## config.mk

```make
export PLATFORM = sky130hd
export DESIGN_NAME = udp_rx_parser
export DESIGN_NICKNAME = d
export VERILOG_FILES = /design/src/rtl/udp_rx_parser.sv
export SDC_FILE = /design/constraint.sdc
export NUM_CORES = 1
export LEC_CHECK = 0
export BUFFER_PORTS_ARGS = -buffer_cell sky130_fd_sc_hd__buf_2
export CAP_MARGIN = 20
export CORE_MARGIN = 4
export CORE_UTILIZATION = 58
export CTS_CLUSTER_SIZE = 10
export DETAILED_ROUTE_END_ITERATION = 10
export GPL_ROUTABILITY_DRIVEN = 0
export HOLD_SLACK_MARGIN = 0.15
export PLACE_DENSITY_LB_ADDON = 0.05
export SETUP_SLACK_MARGIN = 0.05
export SLEW_MARGIN = 20
export SYNTH_ARGS = -nofsm -noshare
export SYNTH_HDL_FRONTEND = slang
export SYNTH_SLANG_ARGS = --single-unit
export TNS_END_PERCENT = 5
```

## constraint.sdc

```tcl
create_clock -name e_rxc -period 3.26 [get_ports e_rxc]
set_input_delay 0.326 -clock e_rxc [delete_from_list [all_inputs] [get_ports e_rxc]]
set_output_delay 0.326 -clock e_rxc [all_outputs]
set_load 0.03 [all_outputs]
```

## src/rtl/udp_rx_parser.sv

```systemverilog
// GMII receive-side UDP parser: strips preamble/Ethernet/IPv4/UDP headers, filters on board MAC/IP/port.
// Define UDP_RX_IP_CSUM_EN to drop frames whose IPv4 header checksum does not verify.
module udp_rx_parser #(
   parameter logic [47:0] BOARD_MAC  = 48'h00_0A_35_01_FE_C0,
   parameter logic [31:0] BOARD_IP   = 32'hC0A8_0002,
   parameter logic [15:0] BOARD_PORT = 16'd8080
) (
   input  logic        e_rxc,
   input  logic        reset_n,
   input  logic [7:0]  e_rxd,
   input  logic        e_rxdv,
   output logic [7:0]  data_o,
   output logic        data_o_valid,
   output logic        frame_done,
   output logic        frame_err,
   output logic [15:0] rx_data_length,
   output logic [15:0] rx_total_length,
   output logic [47:0] pc_mac,
   output logic [31:0] pc_ip,
   output logic [15:0] pc_port
);

   typedef enum logic [2:0] {
      S_IDLE     = 3'd0,
      S_PREAMBLE = 3'd1,
      S_ETH_HDR  = 3'd2,
      S_IP_HDR   = 3'd3,
      S_UDP_HDR  = 3'd4,
      S_PAYLOAD  = 3'd5,
      S_DROP     = 3'd6
   } state_t;

   state_t      state, state_nxt;
   logic [4:0]  cnt;
   logic        mac_board, mac_bcast;
   logic [47:0] sh_mac;
   logic [31:0] sh_ip;
   logic [15:0] sh_port, sh_total, sh_len, pay_cnt;
   logic        valid_nxt, done_nxt, err_nxt, commit, hdr_ok, csum_ok;

   function automatic logic [7:0] mac_byte(input logic [2:0] idx);
      case (idx)
         3'd0:    return BOARD_MAC[47:40];
         3'd1:    return BOARD_MAC[39:32];
         3'd2:    return BOARD_MAC[31:24];
         3'd3:    return BOARD_MAC[23:16];
         3'd4:    return BOARD_MAC[15:8];
         3'd5:    return BOARD_MAC[7:0];
         default: return 8'h00;
      endcase
   endfunction

   function automatic logic [7:0] ip_byte(input logic [1:0] idx);
      case (idx)
         2'd0:    return BOARD_IP[31:24];
         2'd1:    return BOARD_IP[23:16];
         2'd2:    return BOARD_IP[15:8];
         2'd3:    return BOARD_IP[7:0];
         default: return 8'h00;
      endcase
   endfunction

`ifdef UDP_RX_IP_CSUM_EN
   logic [15:0] csum;
   logic [7:0]  csum_hi;

   function automatic logic [15:0] ones_add(input logic [15:0] a, input logic [15:0] b);
      logic [16:0] s;
      s = {1'b0, a} + {1'b0, b};
      return s[15:0] + {15'd0, s[16]};
   endfunction

   assign csum_ok = (ones_add(csum, {csum_hi, e_rxd}) == 16'hFFFF);

   // Header word accumulator, restarted whenever the IP header is not being received
   always_ff @(posedge e_rxc or negedge reset_n) begin
      if (!reset_n) begin
         csum    <= 16'd0;
         csum_hi <= 8'd0;
      end else if (state != S_IP_HDR) begin
         csum    <= 16'd0;
      end else if (e_rxdv) begin
         if (!cnt[0]) csum_hi <= e_rxd;
         else         csum    <= ones_add(csum, {csum_hi, e_rxd});
      end
   end
`else
   assign csum_ok = 1'b1;
`endif

   // State register
   always_ff @(posedge e_rxc or negedge reset_n) begin
      if (!reset_n) state <= S_IDLE;
      else          state <= state_nxt;
   end

   // Next-state, per-byte header checks and output strobes
   always_comb begin
      state_nxt = state;
      valid_nxt = 1'b0;
      done_nxt  = 1'b0;
      err_nxt   = 1'b0;
      commit    = 1'b0;
      hdr_ok    = 1'b1;
      case (state)
         S_IDLE: begin
            if (e_rxdv) state_nxt = (e_rxd == 8'h55) ? S_PREAMBLE : S_DROP;
            else        state_nxt = S_IDLE;
         end
         S_PREAMBLE: begin
            if (!e_rxdv)              state_nxt = S_IDLE;
            else if (e_rxd == 8'h55)  state_nxt = S_PREAMBLE;
            else if (e_rxd == 8'hD5)  state_nxt = S_ETH_HDR;
            else                      state_nxt = S_DROP;
         end
         S_ETH_HDR: begin
            case (cnt)
               5'd0, 5'd1, 5'd2, 5'd3, 5'd4, 5'd5:
                  hdr_ok = (mac_board && (e_rxd == mac_byte(cnt[2:0]))) ||
                           (mac_bcast && (e_rxd == 8'hFF));
               5'd12:   hdr_ok = (e_rxd == 8'h08);
               5'd13:   hdr_ok = (e_rxd == 8'h00);
               default: hdr_ok = 1'b1;
            endcase
            if (!e_rxdv) begin
               err_nxt   = 1'b1;
               state_nxt = S_IDLE;
            end else if (!hdr_ok)      state_nxt = S_DROP;
            else if (cnt == 5'd13)     state_nxt = S_IP_HDR;
            else                       state_nxt = S_ETH_HDR;
         end
         S_IP_HDR: begin
            case (cnt)
               5'd0:                  hdr_ok = (e_rxd == 8'h45);
               5'd9:                  hdr_ok = (e_rxd == 8'h11);
               5'd16, 5'd17, 5'd18:   hdr_ok = (e_rxd == ip_byte(cnt[1:0]));
               5'd19:                 hdr_ok = (e_rxd == ip_byte(cnt[1:0])) && csum_ok;
               default:               hdr_ok = 1'b1;
            endcase
            if (!e_rxdv) begin
               err_nxt   = 1'b1;
               state_nxt = S_IDLE;
            end else if (!hdr_ok)      state_nxt = S_DROP;
            else if (cnt == 5'd19)     state_nxt = S_UDP_HDR;
            else                       state_nxt = S_IP_HDR;
         end
         S_UDP_HDR: begin
            case (cnt)
               5'd2:    hdr_ok = (e_rxd == BOARD_PORT[15:8]);
               5'd3:    hdr_ok = (e_rxd == BOARD_PORT[7:0]);
               5'd5:    hdr_ok = ({sh_len[7:0], e_rxd} >= 16'd8);
               default: hdr_ok = 1'b1;
            endcase
            if (!e_rxdv) begin
               err_nxt   = 1'b1;
               state_nxt = S_IDLE;
            end else if (!hdr_ok) begin
               state_nxt = S_DROP;
            end else if (cnt == 5'd7) begin
               commit = 1'b1;
               // An empty datagram completes here; trailing padding/FCS is swallowed by DROP
               if (sh_len == 16'd8) begin
                  done_nxt  = 1'b1;
                  state_nxt = S_DROP;
               end else begin
                  state_nxt = S_PAYLOAD;
               end
            end else begin
               state_nxt = S_UDP_HDR;
            end
         end
         S_PAYLOAD: begin
            if (!e_rxdv) begin
               err_nxt   = 1'b1;
               state_nxt = S_IDLE;
            end else begin
               valid_nxt = 1'b1;
               if (pay_cnt == 16'd1) begin
                  done_nxt  = 1'b1;
                  state_nxt = S_DROP;
               end else begin
                  state_nxt = S_PAYLOAD;
               end
            end
         end
         S_DROP: begin
            if (!e_rxdv) state_nxt = S_IDLE;
            else         state_nxt = S_DROP;
         end
         default: state_nxt = S_IDLE;
      endcase
   end

   // Byte counter within the current header and destination-MAC match tracking
   always_ff @(posedge e_rxc or negedge reset_n) begin
      if (!reset_n) begin
         cnt       <= 5'd0;
         mac_board <= 1'b0;
         mac_bcast <= 1'b0;
      end else begin
         if (state_nxt != state) cnt <= 5'd0;
         else if (e_rxdv)        cnt <= cnt + 5'd1;
         if (state == S_PREAMBLE) begin
            mac_board <= 1'b1;
            mac_bcast <= 1'b1;
         end else if (state == S_ETH_HDR && e_rxdv && cnt < 5'd6) begin
            mac_board <= mac_board & (e_rxd == mac_byte(cnt[2:0]));
            mac_bcast <= mac_bcast & (e_rxd == 8'hFF);
         end
      end
   end

   // Shadow copies of source fields; only published once the whole header is accepted
   always_ff @(posedge e_rxc or negedge reset_n) begin
      if (!reset_n) begin
         sh_mac   <= 48'd0;
         sh_ip    <= 32'd0;
         sh_port  <= 16'd0;
         sh_total <= 16'd0;
         sh_len   <= 16'd0;
      end else if (e_rxdv) begin
         if (state == S_ETH_HDR && cnt >= 5'd6 && cnt <= 5'd11) sh_mac <= {sh_mac[39:0], e_rxd};
         if (state == S_IP_HDR && (cnt == 5'd2 || cnt == 5'd3)) sh_total <= {sh_total[7:0], e_rxd};
         if (state == S_IP_HDR && cnt >= 5'd12 && cnt <= 5'd15) sh_ip <= {sh_ip[23:0], e_rxd};
         if (state == S_UDP_HDR && cnt <= 5'd1) sh_port <= {sh_port[7:0], e_rxd};
         if (state == S_UDP_HDR && (cnt == 5'd4 || cnt == 5'd5)) sh_len <= {sh_len[7:0], e_rxd};
      end
   end

   // Registered outputs and payload down-counter
   always_ff @(posedge e_rxc or negedge reset_n) begin
      if (!reset_n) begin
         data_o          <= 8'd0;
         data_o_valid    <= 1'b0;
         frame_done      <= 1'b0;
         frame_err       <= 1'b0;
         rx_data_length  <= 16'd0;
         rx_total_length <= 16'd0;
         pc_mac          <= 48'd0;
         pc_ip           <= 32'd0;
         pc_port         <= 16'd0;
         pay_cnt         <= 16'd0;
      end else begin
         data_o_valid <= valid_nxt;
         frame_done   <= done_nxt;
         frame_err    <= err_nxt;
         if (valid_nxt) data_o <= e_rxd;
         if (commit) begin
            pc_mac          <= sh_mac;
            pc_ip           <= sh_ip;
            pc_port         <= sh_port;
            rx_total_length <= sh_total;
            rx_data_length  <= sh_len - 16'd8;
            pay_cnt         <= sh_len - 16'd8;
         end else if (state == S_PAYLOAD && e_rxdv) begin
            pay_cnt <= pay_cnt - 16'd1;
         end
      end
   end

endmodule

```

==> results by group <==
Power and ir drop
  • Comb pwr share: between 10 and 15%
  • Power Total: just under 9 mW
  • Cell leakage power: around 8 nW
  • Seq pwr share: a little under half
  • VDD IR max: roughly 420 µV
  • Sw Ratio: 26.72%
  • P_int: between 6 and 7 mW
  • Clock power frac: about two fifths
  • Psw: 2.317 mW
  • Cell Pwr Density: between 600 and 700 nW/µm²

Routing
  • Iteration-0 DRC Markers: 487
  • DR WL met2: 13,190 µm
  • Top Layer Used: met4
  • Vias: between 8,000 and 9,000
  • Met3 WL post-DR: 1528 µm
  • Post-Route WL: about 28,000 µm
  • Drt drc: 0
  • Routed metal-1 wirelength: roughly 12,000 µm
  • DRT antenna net count: 0
  • Drt wl/cell: ~17 µm
  • Via density: roughly 5.5
  • Detailed Routing Iterations Pass 1: 5

CTS
  • CTS tree: done
  • CTS H-tree lvls: 2
  • Clock insertion delay at the later pin of the skew report: 0.50 ns
  • Clock Path Buffers: 3
  • TritonCTS buffer count: 35
  • Clock-pin slew on the worst setup and hold paths: about 0.050 ns
  • Clk root buf: clkbuf_16
  • CTS Sinks: about 300

Logic synthesis
  • Mux cell area share after synthesis: between 10% and 20%
  • Yosys Warn Count: 0
  • Netlist cell types: 62
  • Synth Area in Compound Gates: 4.436%
  • Post-synth EDFFs: 0
  • Largest family of logic cells by synthesized area: simple AND/OR/NAND/NOR gates
  • Synth Cell Area: 12,330 µm²
  • Syn Inst Count: roughly 1,200
  • Average size of a mapped cell: between 10 and 15 µm²
  • Synthesized flop and latch total: 293
  • Post-synthesis simple-gate area fraction: ~19%
  • Main synth FF type: dfrtp_1
  • Syn nets: 1,194
  • Post-synthesis sequential area ratio: ~60%
  • XOR/XNOR share of the synthesized area: 1.848%
  • Post-Synth Adder-Cell Area: 1.015%
  • Synth async-reset ratio: between 90% and 100%

Setup path
  • WP data required: between 3 and 4 ns
  • R2r setup slk: ~0.24 ns
  • Worst Setup End Kind: flip-flop
  • Largest delay share family, worst path: simple AND/OR/NAND/NOR gates
  • Worst R2R Path Depth: 9
  • Crit path buffers/inverters: 1
  • Worst-path fanout max: 8
  • Crit path cell chain: inv_1 > ha_1 > or4_1 > a311oi_1 > a211oi_1 > o41a_1 > nor3_1 > o21ai_0 > nor4_1
  • Worst EP arrival: between 3 and 4 ns
  • R2r startpoint: cnt[0]$_DFFE_PN0P_
  • FF-to-FF End: cnt[2]$_DFFE_PN0P_
  • Startpoint types: flip-flop
  • Slowest CP cell: or4_1
  • Setup CP Type: flip-flop to flip-flop
  • Max incr delay on CP: approximately 0.52 ns

Final layout
  • P&R area growth vs syn: 16.76%
  • Design Area, Final: 14,390 µm²
  • Share of cells above drive strength 1: 26.48%
  • Most frequent cells in the layout: nand2_1 (405), dfrtp_1 (291), buf_2 (148)
  • Layout net count: ~1,300
  • Number of diodes: 0
  • Final Core Density: around 69%
  • Most common cell after layout, fill and taps aside: nand2_1
  • Final instance count without filler cells: 1,597
  • Fill cells: between 1,500 and 2,000

Placed design
  • Port bufs: around 150
  • Placed cell areas: roughly 13,000 µm²
  • DP Worst Slack: roughly 0.17 ns
  • HPWL reported at the end of detailed placement: between 15,000 and 20,000 µm
  • Dpl cells: 1,554

STA
  • Setup-failing EPs final: 0
  • Minimum clock period: 3.023 ns
  • Fin. Hold Viols: 0
  • Final clock skew: around 0.012 ns
  • Fin Setup TNS: 0 ns
  • Fin crit share: 92.75%
  • Slew HR: between 30% and 40%
  • RSZ-0062 raised after global routing: no
  • Min Hold Slack: about 0.17 ns
  • Max Fclk: about 330 MHz
  • Setup WS post-layout: between 0.2 and 0.25 ns
  • Worst-Margin Slew: between 0.9 and 1 ns
  • Slew Limit Fails: 0

GRT
  • First-pass GRT wire length: around 46,000 µm
  • Total grt overflow: 0
  • GRT Overall Usage: 23.81%
  • Number of global-route vias before repair: around 8,800
  • Initial antenna violation count: 0
  • Largest net degree at the start of global routing: about 130

Status
  • Outcome: completed

Worst hold path
  • Hold Path Class: input port to flip-flop
  • Hold Path Sink: sh_total[7]$_DFFE_PN0P_
  • Hold depth: 2
  • Worst Hold Launch: e_rxd[7]

Die
  • Die Y: ~150 µm
  • Rows: between 50 and 60
  • Die area: 23,650 µm²
  • Core Box Area: ~21,000 µm²
  • Io pins: 150
  • Initial Utilization: between 50 and 60%
  • Width of the die: approximately 150 µm

Flow run
  • Max cap viols: 0
[flip-flops by register name, summed over array words and instances (netlist names), 3 cells and up]
register / cells
pc_mac: 48
sh_mac: 48
pc_ip: 32
sh_ip: 32
pay_cnt: 16
pc_port: 16
rx_data_length: 16
rx_total_length: 16
sh_len: 16
sh_port: 16
sh_total: 16
data_o: 8
cnt: 5
state: 3
[Yosys cell counts (4+ instances only)]
library cell	n	share of area (%)
nand2_1	405	12
dfrtp_1	293	59
mux2_2	119	11
clkbuf_1	52	1.6
nor2_1	47	1.4
o21ai_0	31	1.3
a21oi_1	24	0.97
nor4_1	20	1.0
xnor2_1	17	1.2
nor3_1	15	0.61
inv_1	13	0.40
ha_1	10	1.0
and3_1	9	0.46
xor2_1	9	0.64
mux2i_1	7	0.57
nand3_1	7	0.28
nand4_1	7	0.36
buf_1	6	0.18
buf_2	6	0.24
o211ai_1	6	0.37
or3_1	6	0.30
nor2b_1	4	0.20
nor3b_1	4	0.24
or2_2	4	0.20
[repair_timing]
action	in CTS	in global routing
endpoints found under the hold margin	93	0
gates resized for setup	0	3
endpoints found under the setup margin	0	5
buffers inserted	0	0
hold buffers	1	0
[final cells by class]
type | count | area [µm²] | share of cell area [%]
Clock buffer | 39 | 922.1 | 6.408
Clock inverter | 3 | 30.03 | 0.2087
Inverter | 14 | 52.55 | 0.3652
Multi-Input combinational cell | 801 | 4727 | 32.85
Sequential cell | 293 | 7335 | 50.97
Tap cell | 275 | 344.1 | 2.391
Timing Repair Buffer | 172 | 980.9 | 6.816
[metal layers]
metal  global-route usage (%)  vias up
met5                        0        -
li1                         -     4187
met3                    4.363       37
met4                    5.929        0
met2                    37.69      230
met1                    34.70     4294
[how the worst max path moves through the flow]
stage | slack [ns] | end | cells past startpoint | startpoint
finish | 0.24 | cnt[2]$_DFFE_PN0P_ | 9 | cnt[0]$_DFFE_PN0P_
global route | 0.07 | cnt[0]$_DFFE_PN0P_ | 9 | cnt[0]$_DFFE_PN0P_
CTS | 0.16 | cnt[2]$_DFFE_PN0P_ | 9 | cnt[0]$_DFFE_PN0P_
detailed placement | 0.17 | cnt[2]$_DFFE_PN0P_ | 9 | cnt[0]$_DFFE_PN0P_
global placement | 0.30 | cnt[3]$_DFFE_PN0P_ | 9 | cnt[0]$_DFFE_PN0P_
floorplan | 0.52 | cnt[0]$_DFFE_PN0P_ | 9 | cnt[0]$_DFFE_PN0P_
[kinds of logic (layout without fill, tap and decap cells)]
| group | Yosys count | after routing |
|---|---|---|
| simple gates | 551 | 551 |
| buf+inv | 79 | 228 |
| fa+ha+maj | 10 | 10 |
| mux | 126 | 126 |
| compound gates | 88 | 88 |
| xor+xnor | 26 | 26 |
| flops | 293 | 293 |
[power by group through the flow]
| stage | Clock [mW] | Combinational, mW | Sequential [mW] |
|---|---|---|---|
| 2_1_floorplan | 0 | 0.842 | 4.11 |
| 3_3_place_gp | 0 | 1.20 | 4.14 |
| 3_5_place_dp | 0 | 1.22 | 4.15 |
| 4_1_cts | 3.42 | 1.23 | 4.09 |
| 5_1_grt | 3.58 | 1.36 | 4.13 |
| 6_report | 3.34 | 1.23 | 4.10 |
Power figures use the tool's default switching activity.
